File: src/rtl/boxcar_sched_pkg.sv
// Shared types and constants for the boxcar baseline scheduler.
// Build option: BOXCAR_SCHED_ROUND_EN selects the rounded/saturated mean in the top.
package boxcar_sched_pkg;

    localparam int unsigned SAMPLE_W = 16;

    typedef enum logic [1:0] {
        ST_IDLE   = 2'd0,
        ST_SETTLE = 2'd1,
        ST_ACCUM  = 2'd2,
        ST_DONE   = 2'd3
    } state_t;

    // Accumulator width that cannot overflow for a full window of samples.
    function automatic int unsigned acc_width(input int unsigned log2_win);
        return SAMPLE_W + log2_win;
    endfunction

    function automatic int unsigned sched_clog2(input int unsigned n);
        int unsigned r;
        r = 0;
        while ((32'd1 << r) < n) begin
            r = r + 1;
        end
        return r;
    endfunction

endpackage

File: src/rtl/rr_arbiter.sv
// Combinational round-robin pick: first requesting channel at or after ptr, wrapping.
module rr_arbiter
    import boxcar_sched_pkg::*;
#(
    parameter int unsigned NCH = 4,
    localparam int unsigned IDX_W = sched_clog2(NCH)
) (
    input  logic [NCH-1:0]   req,
    input  logic [IDX_W-1:0] ptr,
    output logic [NCH-1:0]   gnt,
    output logic [IDX_W-1:0] idx
);

    logic             found;
    logic [IDX_W-1:0] cand;

    always_comb begin
        gnt   = '0;
        idx   = '0;
        found = 1'b0;
        cand  = '0;
        for (int unsigned k = 0; k < NCH; k++) begin
            cand = IDX_W'((32'(ptr) + k) % NCH);
            if (!found && req[cand]) begin
                found     = 1'b1;
                gnt[cand] = 1'b1;
                idx       = cand;
            end
        end
    end

endmodule

File: src/rtl/boxcar_baseline_sched.sv
// Time-shared boxcar averager: round-robin grant, settle discard, 2^LOG2_WIN-sample mean.
// Build option: BOXCAR_SCHED_ROUND_EN enables round-half-up with positive saturation.
module boxcar_baseline_sched
    import boxcar_sched_pkg::*;
#(
    parameter int unsigned NCH      = 4,
    parameter int unsigned LOG2_WIN = 10,
    parameter int unsigned SETTLE   = 8,
    localparam int unsigned IDX_W   = sched_clog2(NCH)
) (
    input  logic                      clk,
    input  logic                      reset,
    input  logic [NCH*SAMPLE_W-1:0]   x_bus,
    input  logic                      x_valid,
    input  logic [NCH-1:0]            req,
    output logic [NCH-1:0]            grant,
    output logic                      busy,
    output logic                      done,
    output logic [SAMPLE_W-1:0]       y,
    output logic [IDX_W-1:0]          y_ch
);

    localparam int unsigned ACC_W = acc_width(LOG2_WIN);
    localparam int unsigned CNT_W = (LOG2_WIN > 8) ? LOG2_WIN : 8;
    localparam logic [CNT_W-1:0] SETTLE_LAST = CNT_W'(SETTLE - 1);
    localparam logic [CNT_W-1:0] WIN_LAST    = CNT_W'((32'd1 << LOG2_WIN) - 1);

    state_t                    state, state_nxt;
    logic [NCH-1:0]            grant_nxt;
    logic                      busy_nxt, done_nxt;
    logic [SAMPLE_W-1:0]       y_nxt;
    logic [IDX_W-1:0]          y_ch_nxt;
    logic [IDX_W-1:0]          ptr, ptr_nxt;
    logic [IDX_W-1:0]          idx, idx_nxt;
    logic [CNT_W-1:0]          cnt, cnt_nxt;
    logic signed [ACC_W-1:0]   acc, acc_nxt, sum;
    logic signed [SAMPLE_W-1:0] lane [NCH];
    logic signed [SAMPLE_W-1:0] x_sel;
    logic signed [SAMPLE_W-1:0] mean;
    logic [NCH-1:0]            arb_gnt;
    logic [IDX_W-1:0]          arb_idx;
    logic [IDX_W-1:0]          idx_after;

    rr_arbiter #(.NCH(NCH)) u_arb (
        .req (req),
        .ptr (ptr),
        .gnt (arb_gnt),
        .idx (arb_idx)
    );

    // Input mux for the currently granted channel.
    always_comb begin
        for (int i = 0; i < NCH; i++) begin
            lane[i] = x_bus[i*SAMPLE_W +: SAMPLE_W];
        end
        x_sel = lane[idx];
    end

    assign sum       = acc + ACC_W'(x_sel);
    assign idx_after = (idx == IDX_W'(NCH - 1)) ? '0 : idx + IDX_W'(1);

`ifdef BOXCAR_SCHED_ROUND_EN
    localparam logic signed [ACC_W:0] ROUND_HALF = (ACC_W+1)'(32'd1 << (LOG2_WIN - 1));
    localparam logic signed [ACC_W:0] SAT_MAX    = (ACC_W+1)'(32'd32767);
    logic signed [ACC_W:0] rnd, shr;

    always_comb begin
        rnd  = (ACC_W+1)'(sum) + ROUND_HALF;
        shr  = rnd >>> LOG2_WIN;
        mean = (shr > SAT_MAX) ? 16'sh7FFF : SAMPLE_W'(shr);
    end
`else
    always_comb begin
        mean = SAMPLE_W'(sum >>> LOG2_WIN);
    end
`endif

    // Next-state and next-output logic.
    always_comb begin
        state_nxt = state;
        grant_nxt = grant;
        done_nxt  = 1'b0;
        y_nxt     = y;
        y_ch_nxt  = y_ch;
        ptr_nxt   = ptr;
        idx_nxt   = idx;
        cnt_nxt   = cnt;
        acc_nxt   = acc;

        unique case (state)
            ST_IDLE: begin
                if (|req) begin
                    grant_nxt = arb_gnt;
                    idx_nxt   = arb_idx;
                    acc_nxt   = '0;
                    cnt_nxt   = '0;
                    state_nxt = (SETTLE == 0) ? ST_ACCUM : ST_SETTLE;
                end
            end
            ST_SETTLE: begin
                if (!req[idx]) begin
                    state_nxt = ST_IDLE;
                    grant_nxt = '0;
                    ptr_nxt   = idx_after;
                end else if (x_valid) begin
                    if (cnt == SETTLE_LAST) begin
                        cnt_nxt   = '0;
                        state_nxt = ST_ACCUM;
                    end else begin
                        cnt_nxt = cnt + CNT_W'(1);
                    end
                end
            end
            ST_ACCUM: begin
                if (!req[idx]) begin
                    state_nxt = ST_IDLE;
                    grant_nxt = '0;
                    ptr_nxt   = idx_after;
                end else if (x_valid) begin
                    acc_nxt = sum;
                    if (cnt == WIN_LAST) begin
                        state_nxt = ST_DONE;
                        done_nxt  = 1'b1;
                        y_nxt     = mean;
                        y_ch_nxt  = idx;
                        grant_nxt = '0;
                        ptr_nxt   = idx_after;
                    end else begin
                        cnt_nxt = cnt + CNT_W'(1);
                    end
                end
            end
            ST_DONE: begin
                state_nxt = ST_IDLE;
            end
            default: begin
                state_nxt = ST_IDLE;
            end
        endcase

        busy_nxt = (state_nxt == ST_SETTLE) || (state_nxt == ST_ACCUM);
    end

    always_ff @(posedge clk) begin
        if (reset) begin
            state <= ST_IDLE;
            grant <= '0;
            busy  <= 1'b0;
            done  <= 1'b0;
            y     <= '0;
            y_ch  <= '0;
            ptr   <= '0;
            idx   <= '0;
            cnt   <= '0;
            acc   <= '0;
        end else begin
            state <= state_nxt;
            grant <= grant_nxt;
            busy  <= busy_nxt;
            done  <= done_nxt;
            y     <= y_nxt;
            y_ch  <= y_ch_nxt;
            ptr   <= ptr_nxt;
            idx   <= idx_nxt;
            cnt   <= cnt_nxt;
            acc   <= acc_nxt;
        end
    end

endmodule

File: config.mk
export PLATFORM = sky130hd
export DESIGN_NAME = boxcar_baseline_sched
export DESIGN_NICKNAME = d
export VERILOG_FILES = /design/src/rtl/boxcar_sched_pkg.sv /design/src/rtl/rr_arbiter.sv /design/src/rtl/boxcar_baseline_sched.sv
export SDC_FILE = /design/constraint.sdc
export NUM_CORES = 1
export LEC_CHECK = 0
export CAP_MARGIN = 25
export CORE_MARGIN = 2
export CORE_UTILIZATION = 50
export DETAILED_ROUTE_END_ITERATION = 12
export PLACE_DENSITY_LB_ADDON = 0.25
export SLEW_MARGIN = 20
export SYNTH_ARGS = -nofsm -noshare
export SYNTH_HDL_FRONTEND = slang
export SYNTH_SLANG_ARGS = --single-unit
File: constraint.sdc
create_clock -name clk -period 4.1 [get_ports clk]
set_clock_uncertainty 0.1 [all_clocks]
set_input_delay 0.41 -clock clk [delete_from_list [all_inputs] [get_ports clk]]
set_output_delay 0.41 -clock clk [all_outputs]
set_load 0.005 [all_outputs]
==> impl_metrics.env <==
export IMPL_status="finished clean"
export IMPL_core_mm2=0.00973
export IMPL_drt_iter0_markers=220
export IMPL_hold_start="acc[12]"
export IMPL_worst_pin_slew_ns=0.815
export IMPL_multi_input_area_mm2=0.00343
export IMPL_final_util=0.637
export IMPL_post_cts_buffers=0
export IMPL_ant_nets=0
export IMPL_synth_top_area_share=0.264
export IMPL_globalRouteTotalUtil=0.253
export IMPL_drive_above_1_share=0.0915
export IMPL_vias=4803
export IMPL_use_met2=0.444
export IMPL_seq_area_mm2=0.00132
export IMPL_worst_path_max_fanout=11
export IMPL_start_util=0.514
export IMPL_hpwl_um=10400
export IMPL_crit_path_end_kind="flip-flop"
export IMPL_drc=0
export IMPL_dp_cells=784
export IMPL_gp_congestion=0.964
export IMPL_finalCritPeriodShare=0.910
export IMPL_clock_fmax_mhz=268
export IMPL_syn_inst=579
export IMPL_synthArstFlopShare=0
export IMPL_ctsHoldBuffers=0
export IMPL_synthFlopType="dfxtp_1"
export IMPL_stdcell_count=800
export IMPL_cts_max_level=3
export IMPL_cts_root_buffer="clkbuf_8"
export IMPL_crit_path_start_kind="flip-flop"
export IMPL_cts_tree="built"
export IMPL_numClockSinks=66
export IMPL_cts_resized=0
export IMPL_antenna_found_initial=0
export IMPL_hold_viol=0
export IMPL_p_leak_uw=0.00242
export IMPL_startpoint="idx[0]"
export IMPL_num_io_pins=95
export IMPL_worst_ep_arrival_time_ns=3.92
export IMPL_cts_buffers=9
export IMPL_wl_per_cell_um=16.9
export IMPL_ys_warn_count=0
export IMPL_die_w_um=104
export IMPL_synth_largest_area_cell="dfxtp_1"
export IMPL_maxCapViolations=0
export IMPL_grt_pass1_vias=4607
export IMPL_power_density_mw_per_mm2=286
export IMPL_diodes=0
export IMPL_grt_pass1_wl_um=22600
export IMPL_wl_um=13500
export IMPL_rsz0062_at_grt="no"
export IMPL_period_minus_slack_ns=3.73
export IMPL_use_met1=0.320
export IMPL_ir_worst_vdd_mv=0.149
export IMPL_top_usage_layer="met2"
export IMPL_grt_max_degree=37
export IMPL_required_ns=4.29
export IMPL_synth_seq_cells=66
export IMPL_syn_to_final_growth_pct=23.9
export IMPL_ys_types=68
export IMPL_finalNetCount=773
export IMPL_drtPass1Iterations=4
export IMPL_hold_class="flip-flop to flip-flop"
export IMPL_synth_area_leaders="dfxtp_1 26%, ha_1 9.8%, mux4_2 9.5%"
export IMPL_r2r_start="idx[0]"
export IMPL_syn_area_per_cell_um2=8.63
export IMPL_via_per_inst=6.00
export IMPL_fin_hold_ws_ns=0.354
export IMPL_finalSetupViolations=0
export IMPL_io_buffers=94
export IMPL_fillers=867
export IMPL_syn_nets=690
export IMPL_synth_edff_count=0
export IMPL_slew_headroom=0.448
export IMPL_dieHeight_um=104
export IMPL_critical_path_class="flip-flop to flip-flop"
export IMPL_row_count=36
export IMPL_syn_cell_area_mm2=0.00500
export IMPL_drv_slew=0
export IMPL_die_area_mm2=0.0108
export IMPL_setup_tns_final_ns=0
export IMPL_clkTransAtPathRegs_ns=0.08
export IMPL_gr_total_overflow=0
export IMPL_cts_buffer_depth=2
export IMPL_grt_util_met3=0.0482
export IMPL_ys_seq_area_frac=0.264
export IMPL_clk_latency_ns=0.35
==> critical path, stage by stage (launching register included) <==
cell and delay, ns:
dfxtp_1 0.69, buf_4 0.24, mux4_2 0.50, ha_1 0.36, o211ai_1 0.11, o211ai_1 0.35
a32oi_1 0.19, a21oi_1 0.32, o221ai_1 0.27, or4_1 0.45, nand3_1 0.08
==> per-layer routing <==
layer  up-vias  wire length, um
met5         -                0
met1      2306             5890
met3        23              735
met2       131             6640
li1       2343                -
met4         0              263
==> state kept, by name, summed over array words and instances (netlist names) <==
signal,flops
state,2
busy,1
y,16
grant,4
done,1
cnt,10
idx,2
y_ch,2
acc,26
ptr,2
==> worst paths after layout <==
kind | endpoint | slack, ns | cells after the start
max | y[13] | 0.37 | 10
min | acc[12] | 0.35 | 2
max reg2reg | y[13] | 0.37 | 10
min reg2reg | acc[12] | 0.35 | 2
==> cells by family (layout without fill, tap and decap cells) <==
family                   after synthesis  count (layout)  share of synthesized area
multiplexers                          24              24                      0.101
AND/OR/NAND/NOR                      205             205                      0.210
XOR/XNOR                              25              25                     0.0466
AO/OA/AOI/OAI                        166             166                      0.227
flip-flops                            66              66                      0.264
adder cells (fa/ha/maj)               40              40                      0.102
buffers and inverters                 53             141                     0.0493
==> cell usage in the layout (no fill, tap or decap), drive strengths merged, types with 12 or more instances in the layout <==
cell / Yosys / routed
mux4: 21 / 21
nor3: 12 / 12
a22oi: 12 / 12
nor2: 45 / 45
inv: 17 / 18
ha: 39 / 39
dfxtp: 66 / 66
buf: 14 / 13
a21o: 17 / 17
nand2: 60 / 60
clkdlybuf4s50: 0 / 94
o21ai: 38 / 38
nand3: 15 / 15
a21oi: 41 / 41
xnor2: 15 / 15
==> report_power, final <==
part / total [uW] / switching (uW) / internal [uW]
Clock: 493 / 273 / 220
Sequential: 677 / 23.5 / 653
Combinational: 600 / 312 / 287
==> final cells by class <==
class	count	area share
Clock inverter	6	0.00687
Timing Repair Buffer	107	0.168
Multi-Input combinational cell	460	0.554
Inverter	18	0.0109
Sequential cell	66	0.213
Tap cell	133	0.0269
Clock buffer	10	0.0206
==> cells in the mapped netlist, types with 4 or more instances <==
cell / n
mux4_2: 21
a31oi_1: 4
buf_2: 8
nand3_1: 15
ha_1: 39
a22oi_1: 12
nand4_1: 8
nor2b_1: 8
buf_6: 4
nor3_1: 12
nor4_1: 4
inv_1: 17
dfxtp_1: 66
and4_1: 10
o21ai_0: 29
o21ai_1: 8
and2_1: 6
or3_1: 11
and3_1: 9
a21o_1: 17
a211oi_1: 4
clkbuf_1: 21
a221oi_2: 4
xor2_1: 9
nor2_1: 45
nand2_1: 60
a21oi_1: 41
xnor2_1: 15
a32oi_1: 4
o211ai_1: 7
==> through the flow <==
step	setup slack (ns)	total power [uW]	cell area [um2]
finish	0.370	1770	6190
global placement	0.456	1270	6020
floorplan	0.436	1100	5000
global route	0.147	1860	6190
detailed placement	0.379	1280	6020
CTS	0.340	1770	6190
Power figures use the tool's default switching activity.
